[src/rtl/fetch_pc_ir.sv]
`default_nettype none
// ============================================================================
//  Module      : fetch_pc_ir
//  Description : Fetch stage sitting directly upstream of the instruction ROM.
//                Owns the program counter, drives the ROM word address and
//                captures the returned word into an instruction register that
//                is offered to decode through a valid/ready handshake.
//                Handles branch redirect, decode back-pressure and halting
//                once the PC runs past the loaded program.
//  Ports       : clk, rst        - clock, synchronous active-high reset
//                rom_addr        - ROM word address (pc[ADDR_W+1:2])
//                rom_data        - ROM read word, stable before rising edge
//                br_taken        - redirect request from execute
//                br_target       - redirect byte address (bits [1:0] ignored)
//                ir_ready        - decode accepts ir this cycle
//                ir_valid, ir    - instruction register and its valid flag
//                ir_pc           - byte address of the instruction in ir
//                pc              - current fetch byte address
//                halted          - high while in the HALT state
//  Revision    : 1.0 - initial release
// ============================================================================
module fetch_pc_ir #(
    parameter int          ADDR_W   = 6,
    parameter int          PROG_LEN = 12,
    parameter logic [31:0] RESET_PC = 32'h0000_0000
) (
    input  logic              clk,
    input  logic              rst,
    output logic [ADDR_W-1:0] rom_addr,
    input  logic [31:0]       rom_data,
    input  logic              br_taken,
    input  logic [31:0]       br_target,
    input  logic              ir_ready,
    output logic              ir_valid,
    output logic [31:0]       ir,
    output logic [31:0]       ir_pc,
    output logic [31:0]       pc,
    output logic              halted
);

    localparam logic [0:0]  c_st_fetch = 1'b0;
    localparam logic [0:0]  c_st_halt  = 1'b1;
    localparam logic [29:0] c_prog_len = PROG_LEN[29:0];

    logic [0:0]  r_state;
    logic [31:0] r_pc;
    logic [31:0] r_ir;
    logic [31:0] r_ir_pc;
    logic        r_ir_valid;
    logic        r_halted;

    logic        w_hold;
    logic        w_end;
    logic [31:0] w_target;

    // A word is held only while decode refuses it.
    assign w_hold   = r_ir_valid & ~ir_ready;
    // The full word index is compared, so wrapped or far-away addresses halt
    // instead of aliasing onto a truncated ROM address.
    assign w_end    = (r_pc[31:2] >= c_prog_len);
    assign w_target = br_target & ~32'h0000_0003;

    always_ff @(posedge clk) begin
        if (rst) begin
            r_pc       <= RESET_PC;
            r_ir       <= '0;
            r_ir_pc    <= '0;
            r_ir_valid <= 1'b0;
            r_state    <= c_st_fetch;
            r_halted   <= 1'b0;
        end else if (br_taken) begin
            // Redirect squashes whatever sits in ir, even mid-stall.
            r_pc       <= w_target;
            r_ir_valid <= 1'b0;
            r_state    <= c_st_fetch;
            r_halted   <= 1'b0;
        end else if (!w_hold) begin
            case (r_state)
                c_st_fetch: begin
                    if (w_end) begin
                        r_ir_valid <= 1'b0;
                        r_state    <= c_st_halt;
                        r_halted   <= 1'b1;
                    end else begin
                        r_ir       <= rom_data;
                        r_ir_pc    <= r_pc;
                        r_ir_valid <= 1'b1;
                        r_pc       <= r_pc + 32'd4;
                    end
                end
                default: begin
                    // HALT: everything frozen until redirect or reset.
                    r_ir_valid <= 1'b0;
                end
            endcase
        end
    end

    assign rom_addr = r_pc[ADDR_W+1:2];
    assign ir_valid = r_ir_valid;
    assign ir       = r_ir;
    assign ir_pc    = r_ir_pc;
    assign pc       = r_pc;
    assign halted   = r_halted;

endmodule
`default_nettype wire

[config.mk]
export PLATFORM = sky130hd
export DESIGN_NAME = fetch_pc_ir
export DESIGN_NICKNAME = d
export VERILOG_FILES = /design/src/rtl/fetch_pc_ir.sv
export SDC_FILE = /design/constraint.sdc
export NUM_CORES = 1
export LEC_CHECK = 0
export CAP_MARGIN = 20
export CORE_ASPECT_RATIO = 1.25
export CORE_UTILIZATION = 40
export DETAILED_ROUTE_END_ITERATION = 10
export PLACE_DENSITY = 0.79
export SKIP_LAST_GASP = 1
export SYNTH_ARGS = -nofsm -noshare
export SYNTH_HDL_FRONTEND = slang
export SYNTH_SLANG_ARGS = --single-unit
[constraint.sdc]
create_clock -name clk -period 2.6 [get_ports clk]
set_input_delay 0.52 -clock clk [delete_from_list [all_inputs] [get_ports clk]]
set_output_delay 0.52 -clock clk [all_outputs]
set_load 0.1 [all_outputs]
==> results of run 1 <==
[cells by family after synthesis]
family | after synthesis | synth area share [%]
AND/OR/NAND/NOR | 142 | 25.5
flip-flops | 95 | 54.1
AO/OA/AOI/OAI | 58 | 10.1
buffers and inverters | 38 | 5.23
multiplexers | 14 | 3.99
adder cells (fa/ha/maj) | 2 | 0.712
other | 1 | 0.107
XOR/XNOR | 1 | 0.249
[cell type report]
class	instances	area (um^2)
clock buffers	9	124
well taps	117	146
repair buffers	174	1480
fillers	737	3200
clock inverters	7	77.6
flip-flops and latches	95	1900
inverters	4	15.0
multi-input cells	221	1440
[worst paths after layout]
| check | from | endpoint |
|---|---|---|
| max | pc[18] | ir[4] |
| min | ir_pc[14] | ir_pc[14] |
| max reg2reg | pc[18] | ir[4] |
| min reg2reg | ir_pc[14] | ir_pc[14] |
[synth_stat cells]
master	number
a2111oi_0	1
a211oi_1	1
a21oi_1	4
a221oi_1	1
a22o_1	12
and2_1	26
buf_1	2
buf_2	3
buf_4	10
clkbuf_1	19
conb_1	1
dfxtp_1	95
ha_1	2
inv_1	4
mux2i_1	14
nand2_1	1
nand2b_1	38
nand3_1	1
nand3b_1	36
nand4_1	2
nand4b_1	1
nor2_1	20
nor2b_1	3
nor3_1	4
nor3_2	1
nor3b_1	1
nor4_1	6
nor4_4	1
o21a_1	2
o21ai_0	36
o221ai_1	1
or2_2	1
xnor2_1	1
[registers in the layout (all words and copies together) (netlist names)]
register  count
ir_pc        30
ir_valid      1
halted        1
ir           32
pc           30
r_state       1
[worst reg2reg max path: cells and delay by family (launching register included)]
| family | cells | cell delay (ns) |
|---|---|---|
| AOI/OAI and AO/OA | 1 | 0.09 |
| and+or+nand+nor | 4 | 1.18 |
| DFF | 1 | 0.35 |
| buffers and inverters | 1 | 0.30 |
[layer usage]
metal,vias to the layer above,part of all wire [%],global-route usage (%)
met2,112,49,31.0
met4,0,0.26,4.40
met1,1379,43,20.6
met3,2,7.6,6.70
met5,-,0,0
li1,1487,-,-
[cell usage in the layout (no fill, tap or decap), drive strengths merged, types with 4 or more instances in the layout]
| cell type | n |
|---|---|
| a21oi | 4 |
| a22o | 12 |
| nor4 | 7 |
| nand3b | 36 |
| clkbuf | 9 |
| nor2 | 20 |
| and2 | 26 |
| conb | 4 |
| inv | 7 |
| nand2b | 38 |
| mux2i | 14 |
| clkdlybuf4s50 | 64 |
| nor3 | 5 |
| dfxtp | 95 |
| buf | 110 |
| o21ai | 36 |
[stage by stage]
stage	setup slack, ns	hold slack (ns)	util [%]	cell area, um^2
after global placement	0.429	0.444	59.4	4980
after CTS	0.552	0.475	61.8	5180
after global routing	0.371	0.489	61.8	5180
after floorplan	0.294	0.504	-	3530
final	0.609	0.471	61.8	5180
after detailed placement	0.413	0.445	59.4	4980
[power by group through the flow]
| stage | combinational [mW] | sequential, mW | clock [mW] |
|---|---|---|---|
| finish | 0.590 | 1.52 | 0.938 |
| global route | 0.614 | 1.53 | 1.04 |
| CTS | 0.593 | 1.52 | 0.969 |
| detailed placement | 0.592 | 1.55 | 0 |
| global placement | 0.587 | 1.55 | 0 |
| floorplan | 0.192 | 1.77 | 0 |
==> results_dict.tcl, run 1 <==
set metrics [dict create \
    status "finished clean" \
    stdcell_count 627 \
    finalSetupViolCount 0 \
    clock_latency_ns 0.35 \
    place.detailed.hpwl_um 5910 \
    num_antenna_cells 0 \
    worst-endpoint-required_ns 2.87 \
    p_sw_share_pct 32.5 \
    drt_first_pass_iters 4 \
    cts-htree-levels 3 \
    crit_path_start_kind "flop" \
    maxClockFrequency_mhz 502 \
    timing.critical_path.max_delay_family "simple AND/OR/NAND/NOR gates" \
    via_count 2980 \
    worst_ir_drop_vdd_v 0.000366 \
    timing_worst_setup_path_type "flop to flop" \
    clk_path_buf_depth 2 \
    die_height_um 107 \
    power.share.sequential_pct 49.9 \
    timing.critical_path.buf_inv 1 \
    timing.setup.tns_ns 0 \
    die_width_um 85.8 \
    global_route_wire_length_before_repair_um 13100 \
    grt_antenna_before_repair 0 \
    tritoncts.num_buffers 9 \
    yosys.cell_types.count 33 \
    drt_first_iter_violations 91 \
    worstHoldPathType "flop to flop" \
    grt_remaining_overflow 0 \
    clk_pin_slew_worst_paths_ns 0.11 \
    netsw_uw 991 \
    critical-path-slowest-cell "nor4_4" \
    clock_power_share_pct 30.8 \
    synth_area_leader_cell "dfxtp_1" \
    timing.critical_path.depth 6 \
    initial_core_util_pct 41.9 \
    drc 0 \
    cts.repair.resized 0 \
    leakage_nw 2.19 \
    power_per_cell_area_mw_per_mm2 588 \
    avgViaCountPerCell 4.75 \
    port-buffer-count 165 \
    maximum_number_of_pins_on_one_net_before_global_route_repair 73 \
    cellInternalPower_mw 2.06 \
    groute.usage.overall_pct 17.8 \
    timing.critical_path.fanout_max 72 \
    hold_violations_final 0 \
    timing.critical_path.slowest_cell_delay_ns 0.40 \
    timing_max_transition_violations_final 0 \
    core_area_mm2 0.00838 \
    syn-cell-area_mm2 0.00351 \
    post_cts_buffers 0 \
    report.power.total_mw 3.05 \
    comb_power_share_pct 19.4 \
    critical_path.endpoint_type "flop" \
    ys.warnings.count 0 \
    nets 575 \
    tritoncts "built" \
    final.setup_skew_ns 0.0125 \
    placementRows 37 \
    r2r.worst_path.cells 6 \
    place.gp.congestion 0.714 \
    synth.ff_latch_count 95 \
    netlist_top_cells_area "dfxtp_1, nand3b_1, nand2b_1" \
    rsz_0062_raised_after_global_routing "no" \
    holdPathStages 1 \
    wl_per_instance_um 13.0 \
    cap_violations 0 \
    clock-sinks 95 \
    synthToLayoutAreaGrowth_pct 47.4 \
    clk_tree_root_cell "clkbuf_8" \
    synth_sequential_area_ratio_pct 54.1 \
    fin_crit_sh_pct 76.6 \
    final_period_minus_worst_setup_slack_ns 1.99 \
    dpl.cell_count 611 \
    die-area_mm2 0.00917 \
    cts_hold_buf 0 \
    antenna_left 0 \
    worstPathCellList "nor4_1, nand4_1, nor4_4, buf_12, nand3b_1, o21ai_0" \
    synthCells 351 \
    synth.avg_cell_area_um2 10.0 \
    via_count_of_the_first_global_routing_pass 2819 \
    drt_wl_total_um 8170 \
    ios 172 \
    synthDominantCellAreaShare_pct 54.1 \
    post_route_cells_drive_above_1_share_pct 25.3 \
    setup_slack_of_the_most_critical_reg_to_reg_path_ns 0.61 \
    critPathArrivalTime_ns 2.26 \
]
No activity file was read; power rests on OpenSTA's default activity.
==> run 2: changes to the inputs <==
==> constraint.sdc (replaced) <==
create_clock -name clk -period 2 [get_ports clk]
set_input_delay 0.4 -clock clk [delete_from_list [all_inputs] [get_ports clk]]
set_output_delay 0.4 -clock clk [all_outputs]
set_load 0.1 [all_outputs]
==> run 2 against run 1 <==
Net effect:
- via count up 0.20%
- count of clock-buffer cells in the layout increased by 2
- wire length up 5.4%
- combinational power is 36% higher
- non-clock buffer count is 6 higher
- critical endpoint is now ir_pc[15]
- largest cell class unchanged
- largest power group unchanged
==> results_dict.tcl, run 2 (synthesized netlist as in run 1, its figures left out) <==
set metrics [dict create \
    place.gp.congestion 0.746 \
    leakage_nw 2.25 \
    wl_per_instance_um 13.6 \
    slew-limit-headroom_pct 47.1 \
    drt_first_pass_iters 4 \
    port-buffer-count 165 \
    tritoncts.num_buffers 9 \
    nets 581 \
    die_width_um 85.8 \
    die-area_mm2 0.00917 \
    place.detailed.hpwl_um 6010 \
    worst-endpoint-required_ns 2.25 \
    layout_commonest_cell "buf_4" \
    tritoncts "built" \
    drt_first_iter_violations 121 \
    largest_reg_flops 32 \
    core_area_mm2 0.00838 \
    clk_path_buf_depth 2 \
    timing_worst_setup_path_type "flop to flop" \
    critical_path.endpoint_type "flop" \
    timing.critical_path.max_delay_family "simple AND/OR/NAND/NOR gates" \
    r2r.worst_path.cells 9 \
    drc 0 \
    hold_violations_final 0 \
    via_count_of_the_first_global_routing_pass 2876 \
    num_antenna_cells 0 \
    clk_tree_root_cell "clkbuf_8" \
    crit_path_start_kind "flop" \
    holdPathStages 1 \
    holdCritStartpoint "ir_pc[18]" \
    worstPathCellList "nor4_4, buf_4, nand4_1, buf_4, nor4_4, buf_6, nor2_2, buf_12, and2_1" \
    drt_wl_total_um 8610 \
    critical-path-slowest-cell "dfxtp_4" \
    final_area_mm2 0.00540 \
    timing.critical_path.fanout_max 26 \
    clock_latency_ns 0.35 \
    worst_ir_drop_vdd_v 0.000432 \
    timing.critical_path.buf_inv 4 \
    report.power.total_mw 3.98 \
    placementRows 37 \
    maximum_number_of_pins_on_one_net_before_global_route_repair 96 \
    post_route_cells_drive_above_1_share_pct 32.4 \
    timing_max_transition_violations_final 0 \
    stdcell_count 633 \
    final_period_minus_worst_setup_slack_ns 1.91 \
    grt_remaining_overflow 0 \
    critPathArrivalTime_ns 2.16 \
    cts_hold_buf 0 \
    clk_pin_slew_worst_paths_ns 0.09 \
    timing_worst_slew_pin_value_ns 0.792 \
    postPlaceCellArea_mm2 0.00513 \
    maxClockFrequency_mhz 524 \
    groute.usage.overall_pct 18.5 \
    worst_hold_path.endpoint "ir_pc[18]" \
    timing.setup.tns_ns 0 \
    grt_antenna_before_repair 0 \
    avgViaCountPerCell 4.72 \
    clock-sinks 95 \
    cts-htree-levels 3 \
    synthToLayoutAreaGrowth_pct 53.5 \
    dpl.cell_count 614 \
    worstHoldPathType "flop to flop" \
    most-common-layout-cells "buf_4, dfxtp_1, clkdlybuf4s50_1, nand2b_1" \
    setup_slack_of_the_most_critical_reg_to_reg_path_ns 0.09 \
    power_per_cell_area_mw_per_mm2 737 \
    initial_core_util_pct 41.9 \
    worstReg2RegEnd "ir_pc[15]" \
    die_height_um 107 \
    status "finished clean" \
    final.setup_skew_ns 0.00999 \
    cap_violations 0 \
    reg2reg_from "pc[10]" \
    antenna_left 0 \
    smallest_hold_slack_ns 0.466 \
    timing.critical_path.slowest_cell_delay_ns 0.37 \
    via_count 2986 \
    finalSetupViolCount 0 \
    fin_crit_sh_pct 95.4 \
    ios 172 \
    global_route_wire_length_before_repair_um 13400 \
]
-- run 2: cell count changes in the layout (fill, tap and decap cells not counted), sizes merged --
cell / change
buf: +5
clkbuf: +3
clkinv: -2
clkinvlp: +2
inv: -2
-- run 2: final cells by class --
cell class,instances,area [um^2]
Timing Repair Buffer,180,1590
Inverter,4,15.0
Fill cell,680,2980
Sequential cell,95,1970
Tap cell,117,146
Clock inverter,5,40.0
Clock buffer,11,153
Multi-Input combinational cell,221,1480
-- run 2: repair_timing --
action	CTS	global route
resized for setup	0	6
cloned	0	1
pin swaps	2	0
endpoints found under the setup margin	72	72
setup buffers	2	0
-- run 2: routing by layer --
metal	part of all wire [%]	wire length [um]	GRT usage (%)	vias to the layer above
li1	-	-	-	1499
met1	42	3610	21.3	1371
met2	50	4300	31.9	104
met3	6.7	574	5.39	12
met4	1.6	139	7.74	0
met5	0	0	0	-
-- run 2: where the power goes --
group,internal [mW],total [mW],switching [mW]
Sequential,1.93,1.97,0.0440
Clock,0.535,1.20,0.665
Combinational,0.275,0.803,0.528
Total,2.74,3.98,1.24
-- run 2: worst max path at each step --
| stage | start | end | depth (start not counted) |
|---|---|---|---|
| 2_1_floorplan | pc[21] | ir_pc[11] | 6 |
| 3_3_place_gp | ir_ready | pc[22] | 6 |
| 3_5_place_dp | ir_ready | ir[31] | 7 |
| 4_1_cts | pc[10] | pc[3] | 8 |
| 5_1_grt | pc[10] | pc[26] | 8 |
| 6_report | pc[10] | ir_pc[15] | 9 |
-- run 2: per-stage QoR --
| step | util (%) | worst slack (ns) |
|---|---|---|
| CTS | 63.7 | 0.0166 |
| detailed placement | 61.3 | -0.220 |
| global route | 64.4 | -0.00911 |
| floorplan | - | -0.0135 |
| global placement | 61.2 | -0.423 |
| finish | 64.4 | 0.0915 |
==> RTL change 1: new RTL, settings of run 1 <==
Set the parameter `ADDR_W` to 7 (it was 6).
--- a/src/rtl/fetch_pc_ir.sv
+++ b/src/rtl/fetch_pc_ir.sv
@@ -20,7 +20,7 @@
 //  Revision    : 1.0 - initial release
 // ============================================================================
 module fetch_pc_ir #(
-    parameter int          ADDR_W   = 6,
+    parameter int          ADDR_W   = 7,
     parameter int          PROG_LEN = 12,
     parameter logic [31:0] RESET_PC = 32'h0000_0000
 ) (
Interface: changed (resized rom_addr); port bits go from 172 to 173. The function was not compared with the original's and may differ.
==> RTL change 1 against run 1 <==
  * Sequential cell count unchanged
  * Setup slack got worse by 0.23 ns
  * Critical path type unchanged
  * Highest routed layer unchanged
  * Power increased by 0.96%
  * Critical path depth decreased by 1
  * Largest cell class unchanged
  * Area after synthesis increased by 0.21%
  * Final area decreased by 0.24%
  * Routed wire length increased by 3.8%
  * Utilization decreased by 0.15 points
==> RTL change 1: results <==
[routing]
vias_per_cell = 4.73
highest_layer = met4
met3WireLength_um = 668
wl_um = 8480
m1WireLength_um = 3700
dr_wl_met2_um = 3920
drt-initial-drc-count = 100

[placed_design]
gp_congestion = 0.740
hpwlAfterDp_um = 6050
port_buffers = 166

[layout]
drive_gt1_frac = 0.252
layout.nets = 576
fillCellCount = 722
largest_register_ffs = 32

[power_and_ir_drop]
leakagePower_nw = 2.19
peakVddDrop_mv = 0.402

[setup_path]
critPathTopFamily = simple AND/OR/NAND/NOR gates
r2r-end = ir[14]
arrival_ns = 2.42
worst_r2r_path_depth = 5
endpoint = ir[14]
r2r_slack_ns = 0.38
crit_path_max_incr_delay_ns = 0.54
slowest_stage = buf_4

[global_routing]
grt_pass1_vias = 2791
grtUsageMet1 = 0.220
use_met3 = 0.0523
gr-usage-met2 = 0.294
grt_use_total = 0.181
grt_pass1_wl_um = 13200

[sta]
skew_ns = 0.0119
slew-limit-headroom = 0.597
finalCriticalPeriod_ns = 2.22

[synthesis]
ys_seq_area_frac = 0.540
synthTopCellsByArea = dfxtp_1 (54%), nand3b_1 (7.7%), nand2b_1 (6.7%)

[clock_network]
cts_setup_buffers = 0
cts_root_buf = clkbuf_8
clock_latency_ns = 0.35

[worst_hold_path]
min-delay-start = ir_pc[30]
hold_class = flip-flop to flip-flop
worst_hold_path.endpoint = ir_pc[30]

[outcome]
outcome = finished clean
==> RTL change 1: changes by cell type in the layout (fill, tap and decap cells not counted), sizes merged <==
cell,delta
inv,-2
clkbuf,+1
buf,+1
bufinv,+1
==> RTL change 1: final cells by class <==
type                       count  area share
clock inverter                 6      0.0133
clock buffer                  10      0.0247
sequential                    95       0.368
tap                          117      0.0283
multi-input combinational    221       0.279
inverter                       4     0.00290
timing repair buffer         175       0.284
==> RTL change 1: kinds of logic (layout without fill, tap and decap cells) <==
family | after synthesis | after routing | synth area share
AND/OR/NAND/NOR | 142 | 142 | 0.255
flip-flops | 95 | 95 | 0.540
AO/OA/AOI/OAI | 58 | 58 | 0.101
buffers and inverters | 39 | 195 | 0.0544
multiplexers | 14 | 14 | 0.0398
adder cells (fa/ha/maj) | 2 | 2 | 0.00710
other | 1 | 4 | 0.00106
XOR/XNOR | 1 | 1 | 0.00249
==> RTL change 1: power by group <==
part | switching (mW) | internal, mW
Sequential | 0.0335 | 1.49
Combinational | 0.407 | 0.192
Clock | 0.508 | 0.450
Total | 0.949 | 2.13
==> RTL change 1: through the flow <==
step | std cells | setup WS (ns) | hold slack [ns] | instance area [um2]
6_report | 628 | 0.383 | 0.467 | 5170
5_1_grt | 628 | 0.150 | 0.483 | 5170
4_1_cts | 628 | 0.327 | 0.473 | 5170
3_5_place_dp | 612 | 0.183 | 0.445 | 4970
3_3_place_gp | 610 | -0.00694 | 0.445 | 4960
2_1_floorplan | 355 | 0.293 | 0.504 | 3530
==> RTL change 1: worst register-to-register path, cell delays in order, from the launching register on <==
cell	delay [ns]
dfxtp_1	0.35
nor4_1	0.39
nand4_1	0.26
nor4_4	0.32
buf_4	0.54
o21ai_0	0.21
==> RTL change 2: new RTL, config.mk and constraints of run 1 <==
Without the edit above. Register the input `br_target` before use, with the module's reset. The logic sees it one clock later. The other inputs are not delayed to match.
--- a/src/rtl/fetch_pc_ir.sv
+++ b/src/rtl/fetch_pc_ir.sv
@@ -42,6 +42,16 @@
     localparam logic [0:0]  c_st_halt  = 1'b1;
     localparam logic [29:0] c_prog_len = PROG_LEN[29:0];
 
+    logic [31:0] br_target_q;
+
+    always_ff @(posedge clk) begin
+        if (rst) begin
+            br_target_q <= '0;
+        end else begin
+            br_target_q <= br_target;
+        end
+    end
+
     logic [0:0]  r_state;
     logic [31:0] r_pc;
     logic [31:0] r_ir;
@@ -58,7 +68,7 @@
     // The full word index is compared, so wrapped or far-away addresses halt
     // instead of aliasing onto a truncated ROM address.
     assign w_end    = (r_pc[31:2] >= c_prog_len);
-    assign w_target = br_target & ~32'h0000_0003;
+    assign w_target = br_target_q & ~32'h0000_0003;
 
     always_ff @(posedge clk) begin
         if (rst) begin
Check against the original RTL: not equivalent (Yosys sat finds a counterexample within 4 cycles, from zero or initial values and one cycle with rst high).
==> RTL change 2 against run 1 <==
  * Setup slack worse by 0.19 ns
  * Utilization down 1.3 points
  * Area after synthesis grew 24%
  * Cell count is 16% higher
  * Power is 68% higher
  * Final area up 24%
  * Routed wire length is 19% higher
  * Worst hold slack worse by 0.012 ns
  * Sequential share of layout area is 2.2 points higher
  * Sequential cell count rose by 30
  * Global-route usage is 0.30 points lower
  * Maximum frequency decreased by 8.8%
==> RTL change 2: results <==
[layout]
drive_gt1_frac = 0.238
instances_no_fill = 728
antenna_cells = 0
layout.nets = 653
fillCellCount = 891
synthToLayoutAreaGrowth_pct = 47.2

[global_routing]
grt_antenna_before_repair = 0
grt_pass1_wl_um = 15300
grt_pass1_vias = 3320
grt_max_degree = 136
grt_use_total = 0.175

[placed_design]
placed_cells = 695
gp_congestion = 0.738
port_buffers = 165
hpwlAfterDp_um = 6550
place_area_um2 = 5810
pre_cts_slack_ns = -0.0173

[routing]
wl_per_cell_um = 13.3
vias = 3391
drt-initial-drc-count = 100
drt_pass1_iterations = 4

[sta]
skew_ns = 0.0112
tightest_slew_ns = 0.546
hold_viol = 0
slew_viol_final = 0

[synthesis]
muxShareOfSynthArea = 0.0596
synth-adder-area-share = 0.00573
yosysTopAreaCell = dfxtp_1
ys_seq_area_frac = 0.573
synthTopCellsByCount = dfxtp_1 (125), nand2b_1 (37), nand3b_1 (36), o21ai_0 (36), nor2_1 (33)
synthDistinctLibCells = 32
syn_area_per_cell_um2 = 10.2
synth_compound_area_frac = 0.0571
yosysWarnings = 0
synth_xor_area_frac = 0.00201
synthTopCellsByArea = dfxtp_1 (57%), nand3b_1 (6.2%), mux2i_1 (6.0%)
async_flop_share = 0

[clock_network]
cts_root_buf = clkbuf_16
ctsResizeCount = 0
cts_buffers = 17
clock_latency_ns = 0.40
cts_setup_buffers = 0
path_clk_slew_ns = 0.06
htree_num_levels = 4

[run]
maxCapViolCount = 0

[power_and_ir_drop]
peakVddDrop_mv = 0.533
leakagePower_nw = 2.73

[setup_path]
arrival_ns = 2.50
worst-path-max-fanout = 60

[outcome]
outcome = finished clean
==> RTL change 2: power by group <==
part	total [mW]	internal (mW)	switching (mW)
clock network	2.38	1.54	0.841
logic	0.723	0.224	0.499
registers	2.02	1.98	0.0395
==> RTL change 2: area by class of cell <==
cell class / instances / area (um2) / share of cell area
clock buffers: 19 / 443 / 0.0690
clock inverters: 13 / 163 / 0.0253
inverters: 5 / 18.8 / 0.00292
multi-input cells: 262 / 1670 / 0.260
flip-flops and latches: 125 / 2500 / 0.390
well taps: 132 / 165 / 0.0257
repair buffers: 172 / 1460 / 0.227
==> RTL change 2: final timing paths <==
check            start        end  slack (ns)  cells past startpoint
max reg2reg      pc[7]     ir[11]        0.42                      6
max              pc[7]     ir[11]        0.42                      6
min reg2reg  ir_pc[22]  ir_pc[22]        0.46                      1
min          ir_pc[22]  ir_pc[22]        0.46                      1
==> RTL change 2: per-stage QoR <==
stage	TNS, ns	hold WS, ns
finish	0	0.458
global route	0	0.474
detailed placement	-0.0922	0.445
global placement	0	0.442
floorplan	0	0.436
CTS	0	0.458
==> RTL change 2: cell families after synthesis <==
| logic type | Yosys count |
|---|---|
| mux | 26 |
| other cells | 1 |
| simple gates | 183 |
| buf+inv | 43 |
| flops | 125 |
| compound gates | 46 |
| fa+ha+maj | 2 |
| xor+xnor | 1 |
==> RTL change 2: routing by layer <==
metal  GRT usage  part of all wire
met5           0                 0
met4      0.0821             0.019
met3      0.0611             0.062
met2       0.296              0.51
met1       0.193              0.41
==> RTL change 2: worst max-delay path: stages (launching register included) <==
cell,delay (ns)
dfxtp_1,0.34
nor4_1,0.40
nand4_1,0.26
nor4_4,0.35
buf_4,0.49
nand3b_1,0.14
o21ai_0,0.10
